`src/rtl/local_out_buffer_if.sv`:
```
// Handshake bundle between the router local output port, the output buffer and the collector.
// The buffer uses the slave modport; the router/collector side uses master.
interface local_out_buffer_if #(
  parameter int dataWidth = 32,
  parameter int ptrWidth  = 2
);
  logic [dataWidth-1:0] PacketIn;
  logic                 ReqUpStr;
  logic                 GntUpStr;
  logic                 UpStrFull;
  logic [dataWidth-1:0] PacketOut;
  logic                 ReqDnStr;
  logic                 GntDnStr;
  logic                 DnStrFull;
  logic [ptrWidth:0]    Count;

  modport slave (
    input  PacketIn, ReqUpStr, GntDnStr, DnStrFull,
    output GntUpStr, UpStrFull, PacketOut, ReqDnStr, Count
  );

  modport master (
    output PacketIn, ReqUpStr, GntDnStr, DnStrFull,
    input  GntUpStr, UpStrFull, PacketOut, ReqDnStr, Count
  );
endinterface

```
`src/rtl/local_out_buffer.sv`:
```
// Circular FIFO between a router local output port and a packet collector.
// Upstream and downstream sides each run a small request/grant FSM.
module local_out_buffer #(
  parameter int dataWidth   = 32,
  parameter int bufferDepth = 4,
  parameter int ptrWidth    = 2
) (
  input logic              clk,
  input logic              reset,
  local_out_buffer_if.slave bus
);

  typedef enum logic {U_WAIT, U_GNT} upState_t;
  typedef enum logic {D_IDLE, D_REQ} dnState_t;

  logic [dataWidth-1:0] mem [bufferDepth];
  logic [ptrWidth-1:0]  wrPtr;
  logic [ptrWidth-1:0]  rdPtr;
  logic [ptrWidth:0]    count;
  logic [ptrWidth:0]    countNext;
  logic                 upFull;
  logic                 gntUp;
  logic                 reqDn;
  logic                 reqDnNext;
  logic                 pushEn;
  logic                 popEn;
  upState_t             upState;
  upState_t             upNext;
  dnState_t             dnState;
  dnState_t             dnNext;

  // Upstream: a request is ignored while the previous grant is still showing.
  always_comb begin
    upNext = upState;
    pushEn = 1'b0;
    case (upState)
      U_WAIT: begin
        if (bus.ReqUpStr && !upFull) begin
          pushEn = 1'b1;
          upNext = U_GNT;
        end
      end
      U_GNT:   upNext = U_WAIT;
      default: upNext = U_WAIT;
    endcase
  end

  // Downstream: once raised, the request is held until granted, even if DnStrFull rises.
  always_comb begin
    dnNext    = dnState;
    reqDnNext = reqDn;
    popEn     = 1'b0;
    case (dnState)
      D_IDLE: begin
        if ((count != '0) && !bus.DnStrFull) begin
          reqDnNext = 1'b1;
          dnNext    = D_REQ;
        end
      end
      D_REQ: begin
        if (bus.GntDnStr) begin
          popEn     = 1'b1;
          reqDnNext = 1'b0;
          dnNext    = D_IDLE;
        end
      end
      default: begin
        reqDnNext = 1'b0;
        dnNext    = D_IDLE;
      end
    endcase
  end

  always_comb begin
    countNext = count;
    case ({pushEn, popEn})
      2'b10:   countNext = count + 1'b1;
      2'b01:   countNext = count - 1'b1;
      default: countNext = count;
    endcase
  end

  always_ff @(posedge clk or posedge reset) begin
    if (reset) begin
      upState <= U_WAIT;
      dnState <= D_IDLE;
      wrPtr   <= '0;
      rdPtr   <= '0;
      count   <= '0;
      upFull  <= 1'b0;
      gntUp   <= 1'b0;
      reqDn   <= 1'b0;
    end else begin
      upState <= upNext;
      dnState <= dnNext;
      gntUp   <= pushEn;
      reqDn   <= reqDnNext;
      count   <= countNext;
      upFull  <= (countNext == (ptrWidth + 1)'(bufferDepth));
      if (pushEn) wrPtr <= wrPtr + 1'b1;
      if (popEn)  rdPtr <= rdPtr + 1'b1;
    end
  end

  // Storage is not reset; the pointers alone define what is valid.
  always_ff @(posedge clk) begin
    if (pushEn) mem[wrPtr] <= bus.PacketIn;
  end

  assign bus.GntUpStr  = gntUp;
  assign bus.UpStrFull = upFull;
  assign bus.ReqDnStr  = reqDn;
  assign bus.PacketOut = mem[rdPtr];
  assign bus.Count     = count;

endmodule

```
`src/flat_wrapper.sv`:
```
// flat-port wrapper written by rule: the top's interface ports become plain ports
module local_out_buffer_flat 
#(
  parameter int dataWidth   = 32,
  parameter int bufferDepth = 4,
  parameter int ptrWidth    = 2
)
  (clk, reset, bus_PacketIn, bus_ReqUpStr, bus_GntDnStr, bus_DnStrFull, bus_GntUpStr, bus_UpStrFull, bus_PacketOut, bus_ReqDnStr, bus_Count);
  local_out_buffer_if #(.dataWidth(dataWidth), .ptrWidth(ptrWidth)) bus_i ();
  input logic clk;
  input logic reset;
  input wire logic [$bits(bus_i.PacketIn)-1:0] bus_PacketIn;
  input wire logic [$bits(bus_i.ReqUpStr)-1:0] bus_ReqUpStr;
  input wire logic [$bits(bus_i.GntDnStr)-1:0] bus_GntDnStr;
  input wire logic [$bits(bus_i.DnStrFull)-1:0] bus_DnStrFull;
  output wire logic [$bits(bus_i.GntUpStr)-1:0] bus_GntUpStr;
  output wire logic [$bits(bus_i.UpStrFull)-1:0] bus_UpStrFull;
  output wire logic [$bits(bus_i.PacketOut)-1:0] bus_PacketOut;
  output wire logic [$bits(bus_i.ReqDnStr)-1:0] bus_ReqDnStr;
  output wire logic [$bits(bus_i.Count)-1:0] bus_Count;
  assign bus_i.PacketIn = bus_PacketIn;
  assign bus_i.ReqUpStr = bus_ReqUpStr;
  assign bus_i.GntDnStr = bus_GntDnStr;
  assign bus_i.DnStrFull = bus_DnStrFull;
  assign bus_GntUpStr = bus_i.GntUpStr;
  assign bus_UpStrFull = bus_i.UpStrFull;
  assign bus_PacketOut = bus_i.PacketOut;
  assign bus_ReqDnStr = bus_i.ReqDnStr;
  assign bus_Count = bus_i.Count;
  local_out_buffer #(.dataWidth(dataWidth), .bufferDepth(bufferDepth), .ptrWidth(ptrWidth)) u_core (.clk(clk), .reset(reset), .bus(bus_i));
endmodule
```
`config.mk`:
```
export PLATFORM = sky130hd
export DESIGN_NAME = local_out_buffer_flat
export DESIGN_NICKNAME = d
export VERILOG_FILES = /design/src/rtl/local_out_buffer_if.sv /design/src/rtl/local_out_buffer.sv /design/src/flat_wrapper.sv
export SDC_FILE = /design/constraint.sdc
export NUM_CORES = 1
export LEC_CHECK = 0
export CAP_MARGIN = 20
export CORE_MARGIN = 4
export CORE_UTILIZATION = 58
export DETAILED_ROUTE_END_ITERATION = 8
export PLACE_DENSITY = 0.84
export SYNTH_ARGS = -nofsm -noshare
export SYNTH_HDL_FRONTEND = slang
export SYNTH_SLANG_ARGS = --single-unit
```
`constraint.sdc`:
```
create_clock -name clk -period 3.8 [get_ports clk]
set_input_delay 1.14 -clock clk [delete_from_list [all_inputs] [get_ports clk]]
set_output_delay 1.14 -clock clk [all_outputs]
set_load 0.1 [all_outputs]
```
-- Word level (Yosys, flattened, before mapping)
Memories as Yosys holds them, arrays and structs flattened.
Index checks and enable logic that the tools add are counted.
- flip-flop bits (word level): 12
- latch bits: 0
- RAM bits: 128
- ROM bits: 0
- input bits: 37
- output and inout port bits: 38
- logic and storage cells: 40
- memories kept: 1
- memory list (name ; words ; width ; rd ports ; clocked after Yosys merged registers in ; wr ports ; line ; RTL):
    u_core.mem ; 4 ; 32 ; 1 ; 0 ; 1 ; local_out_buffer.sv:16 ; logic [dataWidth-1:0] mem [bufferDepth];
- $add $sub $neg: 4
- multiply operators: 0
- divide/modulo/power cells: 0
- $lt $le $gt $ge: 0
- equality and inequality tests: 5
- shift-type cells: 0
- multiplexer cells: 14
- bitwise logic cells: 2
- reductions and logical operators: 6
- operators by type and width (kind ; number):
    1-bit two-way mux ; 10
    1-bit one-hot mux with 2 select lines ; 3
    3-bit one-hot mux with 2 select lines ; 1
    2-bit by 1-bit adder with 2-bit output, second input constant ; 2
    3-bit by 1-bit adder with 3-bit output, second input constant ; 1
    3-bit == test, second input constant ; 1
    3-bit nonzero test ; 1
    3-bit by 1-bit subtractor with 3-bit output, second input constant ; 1
    2-bit by 1-bit == test with 1-bit output, second input constant ; 1
    2-bit == test, second input constant ; 1
    1-bit logical AND ; 2
    1-bit zero test ; 2
    2-bit by 1-bit inequality test with 1-bit output, second input constant ; 1
    2-bit inequality test, second input constant ; 1
    1-bit NOT ; 2
    2-bit AND reduction ; 1

-- Depth between registers and ports, before layout
- depth after elaboration: 7
- depth in mapped cells: 8
- gate-level depth less buffers: 8

-- Worst setup path after synthesis
Ideal clock, no wire load.
- path kind: input port to flip-flop
- from: input port bus_ReqUpStr
- to: memory u_core.mem[0][0] (enable)
- setup time: 0.392 ns
- arrival: 2.337 ns
- required time: 3.408 ns
- path slack: 1.071 ns
- cell stages on the path: 2
- buffers on the path: 0
- cell sequence: nor3b_2 and2_1
- longest elaborated chain between the ends: 5
- ends and longest elaborated chain (what ; line ; RTL):
    start: declaration ; flat_wrapper.sv:13 ; input wire logic [$bits(bus_i.ReqUpStr)-1:0] bus_ReqUpStr;
    1-bit logical AND ; local_out_buffer.sv:38 ; if (bus.ReqUpStr && !upFull) begin
    1-bit two-way mux ; local_out_buffer.sv:38 ;
    1-bit two-way mux ; local_out_buffer.sv:36 ; case (upState)
    1-bit two-way mux ; local_out_buffer.sv:107 ; if (pushEn) mem[wrPtr] <= bus.PacketIn;
    1-bit two-way mux (not written as such) ; local_out_buffer.sv:107 ;
    end: declaration ; local_out_buffer.sv:16 ;
No other way between the ends.

-- Final worst setup path
- from: register u_core.rdPtr[0]
- to: output port bus_PacketOut[17]
- longest elaborated chain between the ends: 1
- ends and longest elaborated chain (what ; line ; RTL):
    start: declaration ; local_out_buffer.sv:18 ; logic [ptrWidth-1:0] rdPtr;
    start signal: assignment ; local_out_buffer.sv:101 ; if (popEn) rdPtr <= rdPtr + 1'b1;
    memory read 4 x 32 bit ; -- ;
    end: declaration ; flat_wrapper.sv:18 ; output wire logic [$bits(bus_i.PacketOut)-1:0] bus_PacketOut;
No other way between the ends.

==> impl_metrics.xml <==
<?xml version="1.0" encoding="UTF-8"?>
<metrics>
  <group name="critical_path">
    <metric name="setup.worst_path.start_class" unit="">flop</metric>
    <metric name="timing.critical_path.from" unit="">u_core.rdPtr[0]</metric>
    <metric name="worst-path-max-fanout" unit="">20</metric>
    <metric name="timing_worst_setup_path_type" unit="">reg -&gt; out</metric>
    <metric name="cp.required" unit="ps">2660</metric>
    <metric name="timing.critical_path.cells" unit="">buf_12, mux4_2, buf_12</metric>
    <metric name="worst_setup_path_end_kind" unit="">output port</metric>
    <metric name="worst_r2r_startpoint" unit="">u_core.bus.UpStrFull</metric>
    <metric name="critical_path.top_delay_family" unit="">flip-flops</metric>
    <metric name="cpMostUsedCell" unit="">sky130_fd_sc_hd__buf_12</metric>
    <metric name="crit_arrival" unit="ps">2330</metric>
    <metric name="critPathMaxStageDelay" unit="ps">790</metric>
    <metric name="critPathSlowestCell" unit="">sky130_fd_sc_hd__dfrtp_2</metric>
    <metric name="critical_path.n_buffers_inverters" unit="">2</metric>
  </group>
  <group name="route">
    <metric name="detailroute.via_count" unit="">2526</metric>
    <metric name="drt-initial-drc-count" unit="">135</metric>
    <metric name="first_pass_iters" unit="">4</metric>
    <metric name="route.antenna.remaining_nets" unit="">0</metric>
    <metric name="route.detailed.drc" unit="">0</metric>
    <metric name="totalWireLength" unit="um">10170</metric>
    <metric name="route.detailed.vias_per_inst" unit="">5.847</metric>
    <metric name="route.detailed.wl_per_inst" unit="um">23.54</metric>
  </group>
  <group name="clock_network">
    <metric name="htreeDepth" unit="">4</metric>
    <metric name="cts_setup_buffers" unit="">0</metric>
    <metric name="clk_latency" unit="ps">510</metric>
    <metric name="tritoncts.num_buffers" unit="">17</metric>
    <metric name="numClockSinks" unit="">139</metric>
    <metric name="clk_pin_slew_worst_paths" unit="ps">60</metric>
    <metric name="tritoncts" unit="">yes</metric>
    <metric name="ctsRootBufferMaster" unit="">sky130_fd_sc_hd__clkbuf_8</metric>
    <metric name="cts.repair.resized" unit="">0</metric>
    <metric name="ctsLongestPathBuffers" unit="">2</metric>
    <metric name="number_of_buffers_added_to_fix_hold_violations_after_cts" unit="">0</metric>
  </group>
  <group name="layout">
    <metric name="n_antenna_cell" unit="">0</metric>
    <metric name="layout-drive-gt1-share" unit="%">34.57</metric>
    <metric name="finalInstanceArea" unit="um2">7004</metric>
    <metric name="num-nets-final" unit="">354</metric>
    <metric name="syn_to_final_growth" unit="%">33.51</metric>
    <metric name="fillers" unit="">442</metric>
  </group>
  <group name="yosys">
    <metric name="yosys-mux-area-fraction" unit="%">14.21</metric>
    <metric name="synthSimpleGateAreaFrac" unit="%">1.455</metric>
    <metric name="synth_top_family_by_area" unit="">multiplexers</metric>
    <metric name="ys.warnings.count" unit="">0</metric>
    <metric name="syn_inst" unit="">219</metric>
    <metric name="synth_fa_ha_area_share" unit="%">1.574</metric>
    <metric name="mean_area_per_synthesized_cell" unit="um2">23.96</metric>
    <metric name="synth_xor_xnor_area_share" unit="%">1.002</metric>
    <metric name="synth.yosys.seq_area_share" unit="%">78.51</metric>
    <metric name="syn_nets" unit="">262</metric>
    <metric name="synth_area" unit="um2">5246</metric>
    <metric name="ys_ff_latch" unit="">139</metric>
    <metric name="synth_compound_gate_area_share" unit="%">0.9540</metric>
    <metric name="post_synth_num_cell_types" unit="">24</metric>
  </group>
  <group name="floorplan">
    <metric name="ios" unit="">75</metric>
    <metric name="full_die_area" unit="um2">10630</metric>
    <metric name="die_h" unit="um">103.1</metric>
    <metric name="initial_cell_density_of_the_core" unit="%">59.87</metric>
    <metric name="chip_width" unit="um">103.1</metric>
    <metric name="placeableCoreArea" unit="um2">8763</metric>
    <metric name="row_count" unit="">34</metric>
  </group>
  <group name="place">
    <metric name="place.detailed.hpwl" unit="um">5860</metric>
    <metric name="portBuffers" unit="">74</metric>
    <metric name="placed_area" unit="um2">6446</metric>
    <metric name="finalWeightedCongestion" unit="">0.7056</metric>
    <metric name="place_worst_setup_slack" unit="ps">602.5</metric>
  </group>
  <group name="grt">
    <metric name="wire_length_of_the_first_global_routing_pass" unit="um">15530</metric>
    <metric name="number_of_global_route_vias_before_repair" unit="">2712</metric>
    <metric name="grt-ovfl-total" unit="">0</metric>
    <metric name="number_of_antenna_violations_at_the_first_check_in_global_routing" unit="">0</metric>
    <metric name="global_route.usage.total" unit="%">20.98</metric>
    <metric name="pin_count_of_the_biggest_net_entering_global_routing" unit="">33</metric>
  </group>
  <group name="timing">
    <metric name="worst_hold_slack" unit="ps">556.4</metric>
    <metric name="setup_violations" unit="">0</metric>
    <metric name="unrepaired_setup_endpoints_after_global_routing" unit="">false</metric>
    <metric name="worstMarginPinSlew" unit="ps">656.0</metric>
    <metric name="drv_slew" unit="">0</metric>
    <metric name="max-slew-margin-rel" unit="%">56.27</metric>
    <metric name="totalNegativeSetupSlack" unit="ps">0</metric>
    <metric name="maxClockFrequency" unit="MHz">288.0</metric>
    <metric name="finalHoldViolCount" unit="">0</metric>
    <metric name="final.period_utilization" unit="%">91.37</metric>
    <metric name="setup_slack" unit="ps">327.8</metric>
    <metric name="layout_min_cycle_time" unit="ps">3472</metric>
    <metric name="clock-skew-final" unit="ps">7.740</metric>
  </group>
  <group name="run">
    <metric name="max_cap_viol_count" unit="">0</metric>
  </group>
  <group name="worst_hold_path">
    <metric name="hold_startpoint" unit="">u_core.dnState</metric>
    <metric name="hp-class" unit="">reg -&gt; reg</metric>
  </group>
  <group name="outcome">
    <metric name="outcome" unit="">completed</metric>
  </group>
</metrics>
-- logic make-up after synthesis --
group	after synthesis
muxes	33
adders and majority gates	6
buffers and inverters	16
AOI/OAI and AO/OA	6
xor gates and xnor gates	6
and+or+nand+nor	13
DFF	139
-- cell usage in the layout, fill, tap and decap left out, drive strengths merged, types with 2 or more instances in the layout --
cell,instances
dfrtp,11
clkinvlp,5
and2,5
xnor2,4
buf,45
nand2b,2
mux4,32
nand2,3
clkdlybuf4s50,36
o31ai,2
clkinv,4
clkbuf,18
edfxtp,128
ha,5
inv,12
xor2,2
o21ai,2
-- path summary, 6_finish.rpt --
path,to,slack (ps),cells after the start
min reg2reg,u_core.bus.ReqDnStr,560,1
max reg2reg,u_core.bus.UpStrFull,1780,8
max,bus_PacketOut[17],330,3
min in group asynchronous,u_core.bus.Count[2],940,2
min,u_core.bus.ReqDnStr,560,1
max in group asynchronous,u_core.rdPtr[0],2500,2
-- per-stage QoR --
| step | utilization (%) | cells |
|---|---|---|
| after floorplan | - | 219 |
| after global placement | 73.56 | 400 |
| after detailed placement | 73.56 | 400 |
| after CTS | 79.93 | 432 |
| after global routing | 79.93 | 432 |
| final | 79.93 | 432 |
-- area by class of cell --
type | count | area (um2) | area share [%]
multi-input combinational | 64 | 1012 | 14.45
clock buffer | 18 | 417.9 | 5.966
clock inverter | 14 | 140.1 | 2.001
sequential | 139 | 4120 | 58.82
timing repair buffer | 81 | 1149 | 16.40
inverter | 8 | 30.03 | 0.4287
tap | 108 | 135.1 | 1.929
-- cells in the mapped netlist --
library cell / count / area share, %
sky130_fd_sc_hd__a21bo_2: 1 / 0.19
sky130_fd_sc_hd__clkbuf_1: 1 / 0.071
sky130_fd_sc_hd__nand2_1: 3 / 0.21
sky130_fd_sc_hd__nand2b_1: 2 / 0.24
sky130_fd_sc_hd__xnor2_1: 4 / 0.67
sky130_fd_sc_hd__a2111oi_2: 1 / 0.29
sky130_fd_sc_hd__dfrtp_1: 11 / 5.2
sky130_fd_sc_hd__o21ai_0: 2 / 0.19
sky130_fd_sc_hd__o31ai_1: 2 / 0.29
sky130_fd_sc_hd__and2_1: 5 / 0.60
sky130_fd_sc_hd__inv_1: 8 / 0.57
sky130_fd_sc_hd__ha_1: 5 / 1.2
sky130_fd_sc_hd__nor3b_2: 1 / 0.24
sky130_fd_sc_hd__nor3_1: 1 / 0.095
sky130_fd_sc_hd__xor2_1: 2 / 0.33
sky130_fd_sc_hd__edfxtp_1: 128 / 73
sky130_fd_sc_hd__mux2i_1: 1 / 0.19
sky130_fd_sc_hd__fa_1: 1 / 0.38
sky130_fd_sc_hd__buf_2: 3 / 0.29
sky130_fd_sc_hd__nor2_1: 1 / 0.071
sky130_fd_sc_hd__buf_6: 1 / 0.21
sky130_fd_sc_hd__mux4_2: 28 / 12
sky130_fd_sc_hd__mux4_1: 4 / 2.0
sky130_fd_sc_hd__buf_12: 3 / 1.1
-- worst register-to-register path, cell delays in order (launching register included) --
cell                        delay, ps
sky130_fd_sc_hd__dfrtp_1          420
sky130_fd_sc_hd__nor3b_2          200
sky130_fd_sc_hd__buf_4            180
sky130_fd_sc_hd__inv_1             50
sky130_fd_sc_hd__ha_1             190
sky130_fd_sc_hd__inv_1             70
sky130_fd_sc_hd__fa_1             390
sky130_fd_sc_hd__o21ai_0          290
sky130_fd_sc_hd__a2111oi_2         90
-- routing by layer --
| layer | GRT usage [%] | share of wire (%) | routed length (um) | up-vias |
|---|---|---|---|---|
| met1 | 28.30 | 39 | 3965 | 1309 |
| met5 | 0 | 0 | 0 | - |
| met3 | 5.548 | 7.4 | 756 | 20 |
| met4 | 8.068 | 1.5 | 155 | 0 |
| li1 | - | - | - | 1090 |
| met2 | 33.30 | 52 | 5294 | 107 |
-- registers in the layout (all words and copies together) (netlist names) --
signal,cells
u_core.wrPtr,2
u_core.mem,128
u_core.bus.UpStrFull,1
u_core.rdPtr,2
u_core.dnState,1
u_core.bus.Count,3
u_core.bus.GntUpStr,1
u_core.bus.ReqDnStr,1
Power is not shown: default switching activity piles up to over one toggle a cycle in this logic, so the estimate is an artifact.
